===== config.mk =====
export PLATFORM = sky130hd
export DESIGN_NAME = matvec_sequencer
export DESIGN_NICKNAME = d
export VERILOG_FILES = /design/src/rtl/riscv_pkg.sv /design/src/rtl/matvec_mac.sv /design/src/rtl/matvec_sequencer.sv
export SDC_FILE = /design/constraint.sdc
export NUM_CORES = 2
export LEC_CHECK = 0
export CELL_PAD_IN_SITES_DETAIL_PLACEMENT = 2
export CELL_PAD_IN_SITES_GLOBAL_PLACEMENT = 2
export CORE_ASPECT_RATIO = 1.5
export CORE_MARGIN = 8
export CORE_UTILIZATION = 34
export DETAILED_ROUTE_END_ITERATION = 7
export PLACE_DENSITY = 0.76
export SLEW_MARGIN = 30
export SYNTH_ARGS = -nofsm -noshare
export SYNTH_HDL_FRONTEND = slang
export SYNTH_HIERARCHICAL = 1
export SYNTH_SLANG_ARGS = --single-unit
export TNS_END_PERCENT = 5

===== constraint.sdc =====
create_clock -name clk -period 6.7 [get_ports clk]
set_input_delay 0.67 -clock clk [delete_from_list [all_inputs] [get_ports clk]]
set_output_delay 0.67 -clock clk [all_outputs]
set_load 0.03 [all_outputs]

===== src/rtl/riscv_pkg.sv =====
// Shared definitions for the matrix-vector multiply path: sequencer state
// encoding, default data width and a width helper for index counters.
package riscv_pkg;

  // Sequencer states. IDLE is encoded as 0 so a cleared state register is idle.
  typedef enum logic [1:0] {
    IDLE  = 2'd0,
    FETCH = 2'd1,
    MAC   = 2'd2,
    WRITE = 2'd3
  } seq_state_t;

  localparam int DATA_W_DEF = 32;

  // Number of bits needed to index n items. Never returns less than 1, so a
  // single-row or single-column build still gets a legal one-bit counter.
  function automatic int clog2(input int n);
    int r;
    r = 1;
    for (int k = 1; k < 32; k++) begin
      if ((1 << k) < n) r = k + 1;
    end
    return r;
  endfunction

endpackage


===== src/rtl/matvec_mac.sv =====
// Registered signed multiply-accumulate. Only the low DATA_W bits of each
// product are added; two's-complement arithmetic wraps with no saturation.
module matvec_mac
  import riscv_pkg::*;
#(
  parameter int DATA_W = DATA_W_DEF
) (
  input  logic              clk,
  input  logic              rst,
  input  logic              clear,
  input  logic              en,
  input  logic [DATA_W-1:0] a,
  input  logic [DATA_W-1:0] b,
  output logic [DATA_W-1:0] acc
);

  logic [DATA_W-1:0] r_acc;
  logic [DATA_W-1:0] w_prod;

  // The low DATA_W bits of a product are identical for signed and unsigned
  // operands, so a DATA_W-wide multiply gives the wrapped signed product.
  assign w_prod = a * b;

  // Accumulator: clear has priority over accumulate.
  always_ff @(posedge clk) begin
    if (rst || clear) begin
      r_acc <= '0;
    end else if (en) begin
      r_acc <= r_acc + w_prod;
    end
  end

  assign acc = r_acc;

endmodule


===== src/rtl/matvec_sequencer.sv =====
// Sequencer for the matrix-vector multiply. Walks a column-major matrix
// memory and a vector memory, accumulates one dot product per row and writes
// each result to OUTRAM. Each row costs FETCH/MAC per column plus one WRITE.
//
// Handshake: there is no valid/ready pair. start is a level sampled only in
// IDLE; while busy it is ignored. Memory reads are fire-and-forget: data is
// expected on the *_rdata inputs exactly one cycle after the strobe, and
// out_we is a single-cycle write pulse with no back-pressure.
module matvec_sequencer
  import riscv_pkg::*;
#(
  parameter int ROWS     = 3,
  parameter int COLS     = 4,
  parameter int DATA_W   = DATA_W_DEF,
  parameter int ADDR_W   = 10,
  parameter int MAT_BASE = 0
) (
  input  logic                     clk,
  input  logic                     rst,
  input  logic                     start,
  output logic                     busy,
  output logic                     done,
  output logic [31:0]              clock_count,
  output logic                     mat_rd_en,
  output logic [ADDR_W-1:0]        mat_addr,
  input  logic [DATA_W-1:0]        mat_rdata,
  output logic                     vec_rd_en,
  output logic [clog2(COLS)-1:0]   vec_addr,
  input  logic [DATA_W-1:0]        vec_rdata,
  output logic                     out_we,
  output logic [clog2(ROWS)-1:0]   out_addr,
  output logic [DATA_W-1:0]        out_wdata,
  output logic [1:0]               dbg_state
);

  localparam int IW = clog2(ROWS);
  localparam int JW = clog2(COLS);

  seq_state_t        r_state;
  seq_state_t        w_next;
  logic [IW-1:0]     r_i;
  logic [JW-1:0]     r_j;
  logic [31:0]       r_count;
  logic              r_done;

  logic              w_accept;
  logic              w_last_col;
  logic              w_last_row;
  logic              w_mac_en;
  logic              w_mac_clear;
  logic [DATA_W-1:0] w_acc;
  logic [ADDR_W-1:0] w_elem_addr;

  assign w_accept   = (r_state == IDLE) && start;
  assign w_last_col = (r_j == JW'(COLS - 1));
  assign w_last_row = (r_i == IW'(ROWS - 1));

  // Column-major element address for (i, j).
  assign w_elem_addr = ADDR_W'(MAT_BASE) + ADDR_W'(r_i) + ADDR_W'(r_j) * ADDR_W'(ROWS);

  // State register.
  always_ff @(posedge clk) begin
    if (rst) begin
      r_state <= IDLE;
    end else begin
      r_state <= w_next;
    end
  end

  // Next-state logic and registered-state-decoded outputs.
  always_comb begin
    w_next      = r_state;
    busy        = 1'b0;
    mat_rd_en   = 1'b0;
    vec_rd_en   = 1'b0;
    mat_addr    = '0;
    vec_addr    = '0;
    out_we      = 1'b0;
    out_addr    = '0;
    out_wdata   = '0;
    w_mac_en    = 1'b0;
    w_mac_clear = w_accept;
    case (r_state)
      IDLE: begin
        if (start) w_next = FETCH;
      end
      FETCH: begin
        busy      = 1'b1;
        mat_rd_en = 1'b1;
        vec_rd_en = 1'b1;
        mat_addr  = w_elem_addr;
        vec_addr  = r_j;
        w_next    = MAC;
      end
      MAC: begin
        busy     = 1'b1;
        w_mac_en = 1'b1;
        w_next   = w_last_col ? WRITE : FETCH;
      end
      WRITE: begin
        busy        = 1'b1;
        out_we      = 1'b1;
        out_addr    = r_i;
        out_wdata   = w_acc;
        w_mac_clear = 1'b1;
        w_next      = w_last_row ? IDLE : FETCH;
      end
      default: w_next = IDLE;
    endcase
  end

  // Row/column counters, busy-cycle counter and sticky done flag.
  always_ff @(posedge clk) begin
    if (rst) begin
      r_i     <= '0;
      r_j     <= '0;
      r_count <= '0;
      r_done  <= 1'b0;
    end else begin
      if (w_accept) begin
        r_i     <= '0;
        r_j     <= '0;
        r_count <= '0;
        r_done  <= 1'b0;
      end else if (r_state != IDLE) begin
        r_count <= r_count + 32'd1;
      end
      if (r_state == MAC && !w_last_col) begin
        r_j <= r_j + JW'(1);
      end
      if (r_state == WRITE) begin
        r_j <= '0;
        if (w_last_row) begin
          r_done <= 1'b1;
        end else begin
          r_i <= r_i + IW'(1);
        end
      end
    end
  end

  matvec_mac #(
    .DATA_W (DATA_W)
  ) u_mac (
    .clk   (clk),
    .rst   (rst),
    .clear (w_mac_clear),
    .en    (w_mac_en),
    .a     (mat_rdata),
    .b     (vec_rdata),
    .acc   (w_acc)
  );

  assign done        = r_done;
  assign clock_count = r_count;
  assign dbg_state   = r_state;

endmodule


# After elaboration in Yosys (flattened, before gate mapping)
# Index checks and enable logic that the tools add are counted.
# classes
add_sub_neg,5
multipliers,2
div_mod_pow,0
n_lt_le_gt_ge,0
n_eq_ne,6
shift,0
mux,21
bitwise,0
n_reduce_logical,10
# op_table
operator,count
32-bit two-way mux,8
32-bit by 1-bit adder with 32-bit output (second input constant),3
32-bit by 2-bit == test with 1-bit output (second input constant),2
32-bit adder,1
32-bit by 32-bit multiplier with 32-bit output,1
10-bit adder,1
10-bit by 2-bit multiplier with 10-bit output (second input constant),1
10-bit two-way mux,1
1-bit two-way mux,9
2-bit case mux with 4 select lines,1
2-bit == test (second input constant),2
2-bit two-way mux,2
2-bit nonzero test,2
2-bit OR reduction,2
3-bit OR reduction,1
2-bit by 1-bit == test with 1-bit output (second input constant),1
1-bit logical AND,2
2-bit zero test,1
2-bit != test (second input constant),1
1-bit zero test,1
1-bit logical OR,1
# word_totals
register_bits,131
latchBits,0
mem_bits_rw,0
rom_bits,0
in_bits,67
out_inout_bits,145
elab_cells,50
memories,0

# Longest topological paths before layout
# depth
depth_word,5
ltp_mapped,29
depth_no_buf,27

# Cells and area by module
# The synthesis kept the hierarchy.
# by_module_without_submodules
mod,n_inst,cells_each,area_per_inst_um2,seq_area_each_um2
matvec_mac,1,1977,17989.8,640.6
matvec_sequencer,1,788,6276.0,1981.9

# Worst setup path after synthesis
# OpenSTA, ideal clock, no wires.
# synth_path
path_kind,input -> register
startpoint,in vec_rdata[3]
endpoint,"reg u_mac.r_acc[29], in the netlist u_mac/acc[29]"
setup_time_ns,0.136
arrival_ns,7.057
required_time_ns,6.564
slack_ns,-0.493
cell_stages,24
n_path_buf,2
path_cell_list,clkbuf_1 > clkbuf_1 > and2_1 > fa_1 > fa_1 > fa_1 > inv_1 > fa_1 > inv_1 > fa_1 > fa_1 > fa_1 > inv_1 > fa_1 > inv_1 > ha_1 > a21o_1 > a211o_1 > o311ai_2 > nand2b_1 > a31oi_2 > a221oi_2 > mux2i_1 > o311ai_1
# synth_via
elab_chain_cells,2
# synth_rtl
element,line,source
start: declaration,matvec_sequencer.sv:29,"input logic [DATA_W-1:0] vec_rdata,"
32-bit by 32-bit multiplier with 32-bit output,matvec_mac.sv:22,assign w_prod = a * b;
32-bit adder,matvec_mac.sv:29,r_acc <= r_acc + w_prod;
end signal: assignment,matvec_mac.sv:29,
end: declaration,matvec_mac.sv:17,logic [DATA_W-1:0] r_acc;
# Every way passes these cells.
# A chain may end at the register's enable or synchronous reset.

# Final worst setup path
# layout_path
startpoint,in mat_rdata[16]
endpoint,"reg u_mac.r_acc[25], in the netlist u_mac/acc[25]"
# layout_via
elab_chain_cells,2
# layout_rtl
element,line,source
start: declaration,matvec_sequencer.sv:26,"input logic [DATA_W-1:0] mat_rdata,"
32-bit by 32-bit multiplier with 32-bit output,matvec_mac.sv:22,
32-bit adder,matvec_mac.sv:29,
# Every way passes these cells.

==> reports/summary.txt <==
outcome: finished, violations left
failing checks: setup timing
Starting Density: 0.342
Die ar.: 80400 µm²
Hold WS: 0.503 ns
GRT Total Usage: 0.251
gpl congestion: 0.872
GRT Residual Overflow: 0
cell chosen for the clock root: clkbuf_16
setup TNS after final layout: -4.91 ns
Setup WS post-layout: -0.547 ns
H-tree depth: 4
drt pass-1 iters: 5
largest net degree at the start of global routing: 70
Core Region: 71000 µm²
required time worst endpoint: 7.05 ns
# IOs: 212
global-route wire length before repair: 154000 µm
FMAX: 138 MHz
Synth Area per Inst: 8.78 µm²
most common cell after layout, fill and taps aside: inv_1
drt initial violations: 713
post-synthesis cell area: 24300 µm²
routed vias/inst: 5.20
ranking of synthesized cells by area: fa_1, dfxtp_1, and2_1
TritonCTS buffer count: 25
initial antenna violation count: 3
DRT antenna net count: 0
final wirelength: 100000 µm
Final Hold Viols: 0
Hold Crit Class: register to register
min Tclk post-route: 7.25 ns
Async SR Flop Fraction: 0
clk_skew: 0.0232 ns
Tightest Pin Transition: 0.795 ns
Final period util: 1.08
slowest stage cell on the critical path: fa_1
net count after synthesis: 3428
worst path bufs/invs: 7
Yosys top cell by area: fa_1
Most used DFF post-synth: dfxtp_1
via count: 21000
crit path DAT: 7.59 ns
crit path kind: input pin to register
Post-CTS Hold Fix Bufs: 0
slew margin rel.: 0.466
slowest stage delay, CP: 0.57 ns
Slew Viols, Final: 0
synth-to-layout area growth: 25.7%
#FFs+latches synth: 131
DRC: 0
Setup-failing EPs final: 14
CTS tree: built
Rows: 120
Die Span Y: 343 µm
crit-path max FO: 6
Netlist cell types: 68
fraction of the yosys area taken by sequential cells: 0.108
clock-pin transition on the worst setup and hold timing paths: 0.05 ns
final core occ: 0.430
vias in the first global route: 25900
most frequent cells in the layout: inv_1, fa_1, and2_1
layout cell share with drive strength beyond 1: 0.119
top-area cell type share of the netlist area: 0.369
Worst-Skew Late Latency: 0.51 ns
cell mode on critical path: fa_1
pre-CTS setup slack: -1.24 ns
Mapped Cells: 2765
RSZ-0062 raised after global routing: yes
PortBufs: 211
Max Cap Violations: 0
family with the most delay on the worst path: adder cells
nets: 3771
clk sinks: 131
DR WL/cell: 24.9 µm
Clock Tree Buf Depth: 3
post-detail-place hpwl: 82900 µm
CP Capture Type: register
Yosys warnings: 6
floorplan die width: 234 µm
critical path launch point type: input pin
EDFF count, synth: 0
[layout make-up]
class                      count  area [µm²]
clock inverter                 1        7.51
clock buffer                  31         708
antenna                        1        2.50
tap                          915        1140
multi-input combinational   1982       19600
inverter                     511        1920
sequential                   131        2630
timing repair buffer         457        4540
fill                        7812       40500
[through the flow]
step                std cells  instance area [µm²]
detailed placement       3978                29200
CTS                      4018                30200
global route             4028                30500
global placement         3978                29200
finish                   4029                30500
floorplan                2765                24400
[cells in the mapped netlist (all sizes together) (14+ instances only)]
master	instances
a21o	21
a21oi	57
and2	391
and3	72
buf	16
clkbuf	125
dfxtp	131
fa	447
ha	149
inv	511
mux2i	28
nand2	246
nand3	50
nand4	28
nor2	123
nor3	26
nor4	26
o211ai	19
o21ai	32
o31ai	14
xnor2	88
xor2	35
[path summary, 6_finish.rpt]
path / depth (start not counted) / startpoint / slack, ns / endpoint
setup / recovery: 25 / mat_rdata[16] / -0.55 / u_mac/acc[25]
setup reg to reg: 23 / u_mac/acc[21] / -0.06 / u_mac/acc[29]
hold / removal: 2 / done / 0.50 / done
hold reg to reg: 2 / done / 0.50 / done
[registers in the layout (all words and copies together), names as in the netlist]
name,flops
clock_count,32
dbg_state,2
done,1
r_i,32
r_j,32
u_mac/acc,32
[repair_timing]
item                                    in CTS  in global routing
gates cloned                                 3                  1
gates resized for setup                     54                 50
setup buffers                                5                  9
pin swaps                                   32                 37
endpoints found under the setup margin      19                 19
[worst register-to-register path, stage by stage, from the launching register on]
cell and delay (ns):
dfxtp_1 0.35, inv_1 0.09, fa_1 0.51, fa_1 0.55, inv_1 0.06, fa_1 0.49, inv_1 0.07, fa_1 0.53
inv_1 0.05, fa_1 0.50, fa_1 0.53, fa_1 0.54, inv_1 0.06, fa_1 0.49, inv_1 0.07, ha_4 0.29
a211oi_1 0.08, o21bai_1 0.23, o311ai_4 0.16, nand2b_1 0.20, a31oi_4 0.13, a221oi_2 0.30, mux2i_1 0.22, o311ai_1 0.12
[kinds of logic after synthesis]
group,after synthesis,synth area share
buf+inv,652,0.102
compound gates,213,0.0609
xor+xnor,124,0.0456
simple gates,1019,0.225
flops,131,0.108
mux,30,0.0125
fa+ha+maj,596,0.446
[routing by layer]
layer	track usage	share of wire	routed length, µm	vias to the layer above
met1	0.255	0.36	35700	11000
met4	0.120	0.051	5100	0
li1	-	-	-	9196
met2	0.491	0.56	55700	491
met3	0.0370	0.037	3700	237
met5	0	0	0	-
Power is not shown: default switching activity piles up to over one toggle a cycle in this logic, so the estimate is an artifact.
